**config.mk**
```make
export PLATFORM = sky130hd
export DESIGN_NAME = rob_commit
export DESIGN_NICKNAME = d
export VERILOG_FILES = /design/src/rtl/ooo_pkg.sv /design/src/rtl/rob_commit.sv
export SDC_FILE = /design/constraint.sdc
export NUM_CORES = 1
export LEC_CHECK = 0
export CAP_MARGIN = 15
export CORE_AREA = 2 2 193 195
export CTS_CLUSTER_SIZE = 8
export DETAILED_ROUTE_END_ITERATION = 8
export DIE_AREA = 0 0 195 197
export HOLD_SLACK_MARGIN = 0.02
export SLEW_MARGIN = 20
export SYNTH_ARGS = -nofsm -noshare
export SYNTH_HDL_FRONTEND = slang
export SYNTH_SLANG_ARGS = --single-unit
```
**constraint.sdc**
```tcl
create_clock -name clk -period 4.1 [get_ports clk]
set_input_delay 0.615 -clock clk [delete_from_list [all_inputs] [get_ports clk]]
set_output_delay 0.615 -clock clk [all_outputs]
set_load 0.03 [all_outputs]
```
**src/rtl/ooo_pkg.sv**
```systemverilog
// Shared out-of-order core types: default ROB depth, entry tag and ROB entry layout.
// Typedefs and constants only; no logic, so no latency or backpressure of its own.
package ooo_pkg;

  localparam int ROB_DEPTH = 8;
  localparam int ROB_TAG_W = $clog2(ROB_DEPTH);

  typedef logic [ROB_TAG_W-1:0] rob_tag_t;

  typedef struct packed {
    logic        valid;
    logic        done;
    logic [4:0]  rd;
    logic [31:0] data;
  } rob_entry_t;

endpackage

```
**src/rtl/rob_commit.sv**
```systemverilog
// In-order reorder-buffer commit stage; register write lands one cycle after the commit edge.
// Backpressure: alloc_ready = !full from registered count; ROB_COMMIT_BYPASS_EN lets a head completion commit at once.
module rob_commit
  import ooo_pkg::*;
#(
  parameter int DEPTH = ROB_DEPTH,
  localparam int TAG_W = $clog2(DEPTH)
) (
  input  logic             clk,
  input  logic             rst,
  input  logic             flush,
  input  logic             alloc_valid,
  input  logic [4:0]       alloc_rd,
  output logic             alloc_ready,
  output logic [TAG_W-1:0] alloc_tag,
  input  logic             cmpl_valid,
  input  logic [TAG_W-1:0] cmpl_tag,
  input  logic [31:0]      cmpl_data,
  output logic             wr_enable,
  output logic [4:0]       wr_addr,
  output logic [31:0]      wr_data,
  output logic [TAG_W:0]   count,
  output logic             empty,
  output logic             full
);

  localparam logic [TAG_W:0]   CNT_FULL = (TAG_W+1)'(DEPTH);
  localparam logic [TAG_W:0]   CNT_ONE  = (TAG_W+1)'(1);
  localparam logic [TAG_W-1:0] TAG_ONE  = TAG_W'(1);

  rob_entry_t       entries [DEPTH];
  logic [TAG_W-1:0] head;
  logic [TAG_W-1:0] tail;

  rob_entry_t  head_ent;
  logic        alloc_fire;
  logic        cmpl_hit;
  logic        head_bypass;
  logic        commit_fire;
  logic [31:0] commit_data;

  assign full        = (count == CNT_FULL);
  assign empty       = (count == '0);
  assign alloc_ready = !full;
  assign alloc_tag   = tail;
  assign alloc_fire  = alloc_valid && alloc_ready;
  assign head_ent    = entries[head];

  // A completion aimed at the slot being allocated this cycle belongs to a stale tag.
  assign cmpl_hit = cmpl_valid && entries[cmpl_tag].valid && !entries[cmpl_tag].done
                    && !(alloc_fire && (cmpl_tag == tail));

`ifdef ROB_COMMIT_BYPASS_EN
  assign head_bypass = cmpl_hit && (cmpl_tag == head);
`else
  assign head_bypass = 1'b0;
`endif

  assign commit_fire = head_ent.valid && (head_ent.done || head_bypass);
  assign commit_data = head_ent.done ? head_ent.data : cmpl_data;

  always_ff @(posedge clk) begin
    if (rst) begin
      for (int i = 0; i < DEPTH; i++) entries[i] <= '0;
      head      <= '0;
      tail      <= '0;
      count     <= '0;
      wr_enable <= 1'b0;
      wr_addr   <= '0;
      wr_data   <= '0;
    end else if (flush) begin
      for (int i = 0; i < DEPTH; i++) begin
        entries[i].valid <= 1'b0;
        entries[i].done  <= 1'b0;
      end
      head      <= '0;
      tail      <= '0;
      count     <= '0;
      wr_enable <= 1'b0;
    end else begin
      if (cmpl_hit) begin
        entries[cmpl_tag].done <= 1'b1;
        entries[cmpl_tag].data <= cmpl_data;
      end
      if (alloc_fire) begin
        entries[tail].valid <= 1'b1;
        entries[tail].done  <= 1'b0;
        entries[tail].rd    <= alloc_rd;
        tail                <= tail + TAG_ONE;
      end
      // Placed after the completion update so a bypassed head is retired, not left done.
      if (commit_fire) begin
        entries[head].valid <= 1'b0;
        entries[head].done  <= 1'b0;
        head                <= head + TAG_ONE;
        wr_addr             <= head_ent.rd;
        wr_data             <= commit_data;
      end
      wr_enable <= commit_fire && (|head_ent.rd);
      unique case ({alloc_fire, commit_fire})
        2'b10:   count <= count + CNT_ONE;
        2'b01:   count <= count - CNT_ONE;
        default: count <= count;
      endcase
    end
  end

endmodule

```
## Word-level counts from Yosys, hierarchy flattened

Memory sizes are Yosys's and may differ from the RTL's. A register that Yosys moved wholly into a read port is not among the register bits.
Cells that the tools add are included.

| cells by class | value |
|---|---|
| multipliers | 0 |
| shifts and indexed selects | 0 |
| magnitude comparators | 0 |
| mux-type cells | 46 |
| equal/unequal tests | 4 |
| add/subtract/negate cells | 4 |
| reductions and logical operators | 18 |
| divide/modulo/power cells | 0 |
| bitwise gates (word level) | 17 |

Operators with widths:

| kind | number |
|---|---|
| 39-bit two-way mux | 3 |
| 39-bit OR reduction | 3 |
| 1-bit two-way mux | 33 |
| 32-bit two-way mux | 1 |
| 3-bit two-way mux | 6 |
| 1-bit OR | 16 |
| 4-bit two-way mux | 2 |
| 4-bit case mux with 2 select lines | 1 |
| 1-bit logical AND | 7 |
| 3-bit by 1-bit adder with 3-bit output, second input constant | 2 |
| 5-bit OR reduction | 1 |
| 4-bit by 1-bit adder with 4-bit output, second input constant | 1 |
| 4-bit equality test, second input constant | 1 |
| 4-bit zero test | 1 |
| 4-bit by 1-bit subtractor with 4-bit output, second input constant | 1 |
| 3-bit equality test | 1 |
| 1-bit zero test | 3 |
| 2-bit by 1-bit equality test with 1-bit output, second input constant | 1 |
| 2-bit equality test, second input constant | 1 |
| 2-bit AND reduction | 1 |
| 2-bit nonzero test | 1 |
| 2-bit OR reduction | 1 |
| 1-bit NOT | 1 |

| word-level totals | value |
|---|---|
| bits in writable memories | 312 |
| register bits after elaboration | 48 |
| output and inout bits | 48 |
| logic and storage cells | 96 |
| memories kept | 1 |
| bits of input ports | 45 |
| memory bits (read-only) | 0 |
| latch bits | 0 |

Memory list:

| memory | depth | bits a word | read ports | clocked after Yosys merged registers in | write ports | line | RTL |
|---|---|---|---|---|---|---|---|
| entries | 8 | 39 | 2 | 1 | 8 | rob_commit.sv:31 | `rob_entry_t entries [DEPTH];` |

## Depth between registers and ports, before layout

Gate-level depths: netlist of the first run.

| depth | value |
|---|---|
| depth in word-level cells | 12 |
| mapped depth | 13 |
| gate-level depth less buffers | 11 |

## Worst setup path after synthesis of the first run

No wires, ideal clock.

| path | value |
|---|---|
| path type | input -> register |
| start point | input cmpl_tag[2] |
| end point | memory entries[6][0] (netlist bit), enable pin |
| data arrival time | 2.881 ns |
| setup slack | 0.829 ns |
| buffers on the path | 1 |
| cell stages on the path | 6 |
| required time | 3.709 ns |
| setup time | 0.391 ns |
| cells stage by stage | buf_2 -> inv_1 -> mux4_2 -> a21oi_4 -> nor4b_4 -> or2_1 |

RTL lines:

| what | line | RTL |
|---|---|---|
| from (decl) | rob_commit.sv:17 | `input logic [TAG_W-1:0] cmpl_tag,` |
| to (decl) | rob_commit.sv:31 |  |

==> results of run 1 <==
-- report_power, final --
| part | internal [mW] | total (mW) | switching (mW) | leakage (nW) |
|---|---|---|---|---|
| Combinational | 0.118 | 0.310 | 0.191 | 2.36 |
| Sequential | 4.08 | 4.12 | 0.0323 | 3.59 |
| Clock | 2.33 | 3.85 | 1.52 | 0.693 |
| Total | 6.53 | 8.27 | 1.74 | 6.64 |
-- flip-flops by register name, summed over array words and instances (netlist names), named ones only --
register / cells
alloc_tag: 3
count: 4
entries: 312
head: 3
wr_addr: 5
wr_data: 32
wr_enable: 1
-- synthesized netlist by cell type, types with 2 or more instances --
library cell / instances / share of area, %
and2_1: 298 / 12
edfxtp_1: 296 / 55
mux4_2: 77 / 11
dfxtp_1: 67 / 8.3
a21oi_1: 61 / 1.9
clkbuf_1: 48 / 1.1
mux2i_1: 40 / 2.5
a211oi_1: 36 / 1.7
nor2_1: 25 / 0.58
nand2_1: 24 / 0.56
buf_2: 13 / 0.40
nor3_1: 11 / 0.34
or2_2: 10 / 0.39
buf_1: 7 / 0.16
o21ai_0: 7 / 0.22
xor2_1: 7 / 0.38
buf_6: 6 / 0.42
mux2_2: 6 / 0.42
ha_1: 5 / 0.39
inv_1: 5 / 0.12
nand3_1: 5 / 0.15
or3_1: 5 / 0.19
nor4_1: 4 / 0.15
o31ai_1: 4 / 0.19
a2111oi_4: 3 / 0.51
nand2b_1: 3 / 0.12
nor3b_1: 3 / 0.14
o21a_1: 3 / 0.14
and3_1: 2 / 0.077
and3_2: 2 / 0.093
inv_2: 2 / 0.046
xnor2_1: 2 / 0.11
-- area by class of cell --
cell class / count / share of cell area (%)
Multi-Input combinational cell: 658 / 29.1
Tap cell: 468 / 3.05
Inverter: 8 / 0.157
Clock buffer: 90 / 7.42
Clock inverter: 3 / 0.183
Sequential cell: 363 / 53.4
Timing Repair Buffer: 130 / 6.72
-- metrics by stage --
stage	utilization [%]	cell area (um2)
floorplan	-	16200
global placement	48.9	17700
detailed placement	48.9	17700
CTS	52.9	19200
global route	52.9	19200
finish	52.9	19200
-- worst reg2reg max path, cell delays in order, from the launching register on --
cell and delay (ns):
dfxtp_2 0.32, buf_4 0.29, mux4_2 0.53, mux2_2 0.43, inv_2 0.12, buf_4 0.31, ha_1 0.28, and4bb_2 0.26
a21oi_1 0.12, o21a_1 0.13, or3_1 0.10, a21oi_1 0.06
-- logic make-up after synthesis --
family | Yosys count | synth area share, %
compound gates | 118 | 4.87
simple gates | 403 | 15.0
flops | 363 | 63.3
xor+xnor | 9 | 0.487
mux | 123 | 13.6
buf+inv | 83 | 2.33
fa+ha+maj | 5 | 0.387
-- per-layer routing --
layer  wire [um]  vias to the layer above  track usage [%]
met5           0                        -                0
met4         816                        0             5.80
met3        1530                       56             3.27
met2       19600                      198             36.0
met1       17000                     4821             27.6
li1            -                     4324                -
-- path summary, 6_finish.rpt --
path	startpoint	to	slack [ns]
max reg2reg	flip-flop	count[3]	1.02
min	wr_addr[1]	wr_addr[1]	0.48
max	cmpl_tag[0]	entries[6][18]	0.98
min reg2reg	wr_addr[1]	wr_addr[1]	0.48
==> metrics.cfg, run 1 <==
[cts]
ctsRootBufferMaster=clkbuf_16
cts_resized=0
clock_sinks=363
cts.reportedPaths.clkPinSlew_ns=0.05
htreeDepth=2
clockBufferDepth=3
cts-buffers-inserted=51
insertion_delay_ns=0.57
cts_tree=built
ctsHoldBuffers=0
post_cts_buffers=0

[setup_path]
critical_path_class=input port to flip-flop
path_max_fanout=11
crit_arrival_ns=3.39
endpoint_kind=flip-flop
r2r_cells=11
crit_slowest_cell=clkdlybuf4s50_1
crit_path_cell_trace=clkdlybuf4s50_1, mux2i_1, mux4_2, a21oi_4, nor4b_4, or2_2, buf_4
slowest_delay_ns=0.86
critPathRequiredTime_ns=4.37
path_delay_family=buffers and inverters
worstSetupStartpointType=input port
crit_buf_inv=2
cp.depth=7

[route]
dr.pass1.iters=4
vias=9399
vias_per_cell=5.46
wire_per_inst_um=22.6
drc_errors=0
drtAntennaViolNets=0
drt_iter0_markers=548
routed_wirelength_um=38900

[yosys]
ys_ff_latch=363
yosys_warnings=0
synth_edf_count=296
syn-num-nets=1154
ys_types=49
synth_area_per_cell_um2=14.6
async_flop_share_pct=0
ys_seq_area_share_pct=63.3
syn_inst=1104
synth_flop_cell=edfxtp_1
synth_area_um2=16200

[cells_and_area]
final_cell_mix=298 x and2_1, 296 x edfxtp_1, 91 x clkdlybuf4s50_1
drive_above_1_share_pct=16.5
fill_cells=3089
n_antenna_cell=0
final_cells=1720
area_delta_synth_final_pct=18.6
final_common_cell=and2_1
seq_area_um2=10200
nNetsFinal=1262
multi_input_area_um2=5580

[sta]
fin_setup_tns_ns=0
fin_hold_ws_ns=0.479
fmax_mhz=321
worstMarginPinSlew_ns=0.974
setup_ws_ns=0.983
rsz0062_at_grt=false
period_share_pct=76.0
finalHoldViolations=0
period_needed_ns=3.12
finalMaxSlewViolations=0
setup_viol=0
skew_ns=0.0233
relSlewSlack_pct=35.0

[power_and_ir_drop]
cellLeakagePower_nw=6.64
power.density_nw_per_um2=431
power.total_mw=8.27
peakVddDrop_mv=0.293

[grt]
grt_start_max_net_pins=57
grt-ovfl-total=0
grt_pass1_wl_um=60100
antenna_found_initial=1
grt_use_total_pct=20.9
grt_pass1_vias=9735

[placed_design]
gp_congestion=0.803
dpl_worst_slack_ns=0.427
placed_cells=1627
place_hpwl_um=23300
port_buffers=92

[floorplan]
io_pins=93
dieArea_um2=38400
die_w_um=195
initial_core_util_pct=44.6
rows=70
core_um2=36300
die_y_um=197

[job]
maxCapViolCount=0

[status]
status=finished clean

[min_path]
hold-path-cell-count=2
hp-class=flip-flop to flip-flop

Note: power is estimated with default switching activity, not from simulation.
==> run 2, diff against run 1 <==
==> constraint.sdc (replaced) <==
create_clock -name clk -period 3.2 [get_ports clk]
set_input_delay 0.48 -clock clk [delete_from_list [all_inputs] [get_ports clk]]
set_output_delay 0.48 -clock clk [all_outputs]
set_load 0.03 [all_outputs]
==> run 2 against run 1 <==
Cell count increased by 0.87%; clock skew is 0.0076 ns lower; global-route usage shrank 0.44 points; combinational power up 35%; sequential power increased by 28%; die area unchanged; first-iteration DRC count shrank 11%; non-clock buffer count rose by 14; utilization rose by 0.66 points; largest power group unchanged; highest routed layer unchanged.
==> metrics.cfg, run 2 (synthesis results as in run 1) <==
[floorplan]
io_pins=93  ; unchanged
core_um2=36300  ; unchanged
die_y_um=197  ; unchanged
die_w_um=195  ; unchanged
rows=70  ; unchanged
dieArea_um2=38400  ; unchanged
initial_core_util_pct=44.6  ; unchanged

[setup_path]
crit_buf_inv=2  ; unchanged
crit_path_cell_trace=or4b_4, inv_1, clkdlybuf4s50_1
critical_path_class=flip-flop to primary output
crit_arrival_ns=2.32  ; -1.07 ns
endpoint_kind=primary output
worstSetupStartpointType=flip-flop
critPathRequiredTime_ns=2.72  ; -1.65 ns
path_delay_family=buffers and inverters
crit_slowest_cell=clkdlybuf4s50_1
path_max_fanout=8  ; -3
slowest_delay_ns=0.66  ; -0.20 ns

[cts]
clock_sinks=363  ; unchanged
cts_tree=built
clockBufferDepth=3  ; unchanged
htreeDepth=2  ; unchanged
insertion_delay_ns=0.56  ; about the same
cts-buffers-inserted=51  ; unchanged
post_cts_buffers=0  ; unchanged
cts.reportedPaths.clkPinSlew_ns=0.05  ; about the same
ctsRootBufferMaster=clkbuf_16
ctsHoldBuffers=0  ; unchanged
cts_resized=0  ; unchanged

[power_and_ir_drop]
power.density_nw_per_um2=548  ; +27%
peakVddDrop_mv=0.359  ; +22%
seq_power_share_pct=49.6  ; about the same
intPower_mw=8.43  ; +29%
switching_share_pct=20.8  ; -0.32 points
p_comb_share_pct=3.9  ; +0.2 points
cellLeakagePower_nw=6.76  ; +1.7%
switchingPower_mw=2.21  ; +27%
p_clk_share_pct=46.5  ; about the same

[grt]
grt_start_max_net_pins=47  ; -18%
grt_pass1_vias=9817  ; +0.84%
grt_use_total_pct=20.4  ; -0.44 points
grt-ovfl-total=0  ; unchanged
grt_pass1_wl_um=59300  ; -1.4%
antenna_found_initial=2  ; +1

[sta]
fmax_mhz=357
finalHoldViolations=0  ; unchanged
period_needed_ns=2.80
worstMarginPinSlew_ns=0.847  ; -0.127 ns
finalMaxSlewViolations=0  ; unchanged
skew_ns=0.0157  ; -0.00760 ns
rsz0062_at_grt=false
period_share_pct=87.4
fin_setup_tns_ns=0  ; unchanged
fin_hold_ws_ns=0.481  ; +0.00173 ns
setup_viol=0  ; unchanged
relSlewSlack_pct=42.9  ; +7.9 points

[placed_design]
place_hpwl_um=23900  ; +2.6%
placed_cells=1641  ; +0.86%
port_buffers=92  ; unchanged
gp_congestion=0.788  ; -1.9%
placed_area_um2=17900  ; +1.2%

[job]
maxCapViolCount=0  ; unchanged

[cells_and_area]
final_cell_mix=298 x and2_1, 296 x edfxtp_1, 91 x clkdlybuf4s50_1
drive_above_1_share_pct=17.5  ; +0.99 points
final_common_cell=and2_1
regMostFlops=entries
top_regs=entries: 312 flops, wr_data: 32 flops, wr_addr: 5 flops
design_area_um2=19400  ; +1.3%
fill_cells=3063  ; -0.84%
final_core_util_pct=53.5  ; +0.66 points
seq_area_um2=10200  ; unchanged
area_delta_synth_final_pct=20.1
nNetsFinal=1276  ; +1.1%
final_cells=1735  ; +0.87%
largest_register_ffs=312  ; unchanged
multi_input_area_um2=5580  ; unchanged
n_antenna_cell=0  ; unchanged

[route]
vias_per_cell=5.41  ; -1.1%
vias=9379  ; -0.21%
drtAntennaViolNets=0  ; unchanged
routed_wirelength_um=38400  ; -1.4%
wire_per_inst_um=22.1  ; -2.3%
dr.pass1.iters=4  ; unchanged
drt_iter0_markers=485  ; -11%
drc_errors=0  ; unchanged

[min_path]
hp-class=flip-flop to flip-flop

[status]
status=finished clean

[run 2: cell count changes in the layout (fill, tap and decap cells not counted)]
cell,delta
clkbuf_16,+1
inv_16,-1
inv_4,-1
buf_4,+5
clkinvlp_4,+1
clkinv_8,+1
buf_12,+9
[run 2: power by group through the flow]
stage	sequential (mW)	clock, mW	combinational [mW]
6_report	5.27	4.94	0.417
4_1_cts	5.27	5.03	0.426
5_1_grt	5.28	5.24	0.448
3_5_place_dp	5.37	0	0.425
3_3_place_gp	5.36	0	0.422
2_1_floorplan	5.35	0	0.189
[run 2: final timing paths]
path	depth (start not counted)	slack [ns]	end	start
worst min-delay path	2	0.48	wr_addr[2]	wr_addr[2]
worst max register to register	10	0.46	count[2]	count[0]
worst min register to register	2	0.48	wr_addr[2]	wr_addr[2]
worst max-delay path	3	0.40	full	count[0]
[run 2: metrics by stage]
stage	worst slack [ns]	total power, mW
floorplan	0.180	5.54
global placement	0.206	5.78
detailed placement	0.203	5.79
CTS	0.387	10.7
global route	0.268	11.0
finish	0.402	10.6
[run 2: layout make-up]
class                   instances  share of cell area [%]
multi-input cells             658                    28.7
clock inverters                 3                   0.168
repair buffers                144                    7.76
inverters                       8                   0.155
clock buffers                  91                    7.46
well taps                     468                    3.02
flip-flops and latches        363                    52.7
[run 2: per-layer routing]
layer  vias up  GRT usage (%)  wire [um]
met3        58           2.89       1600
met4         0           5.77        790
met2       206           34.8      19000
li1       4355              -          -
met5         -              0          0
met1      4760           27.6      17000
[run 2: worst min-delay path: cells and delay by family (launching register included)]
family | cells | cell delay, ns
flip-flops | 1 | 0.32
AO/OA/AOI/OAI | 1 | 0.04
AND/OR/NAND/NOR | 1 | 0.08
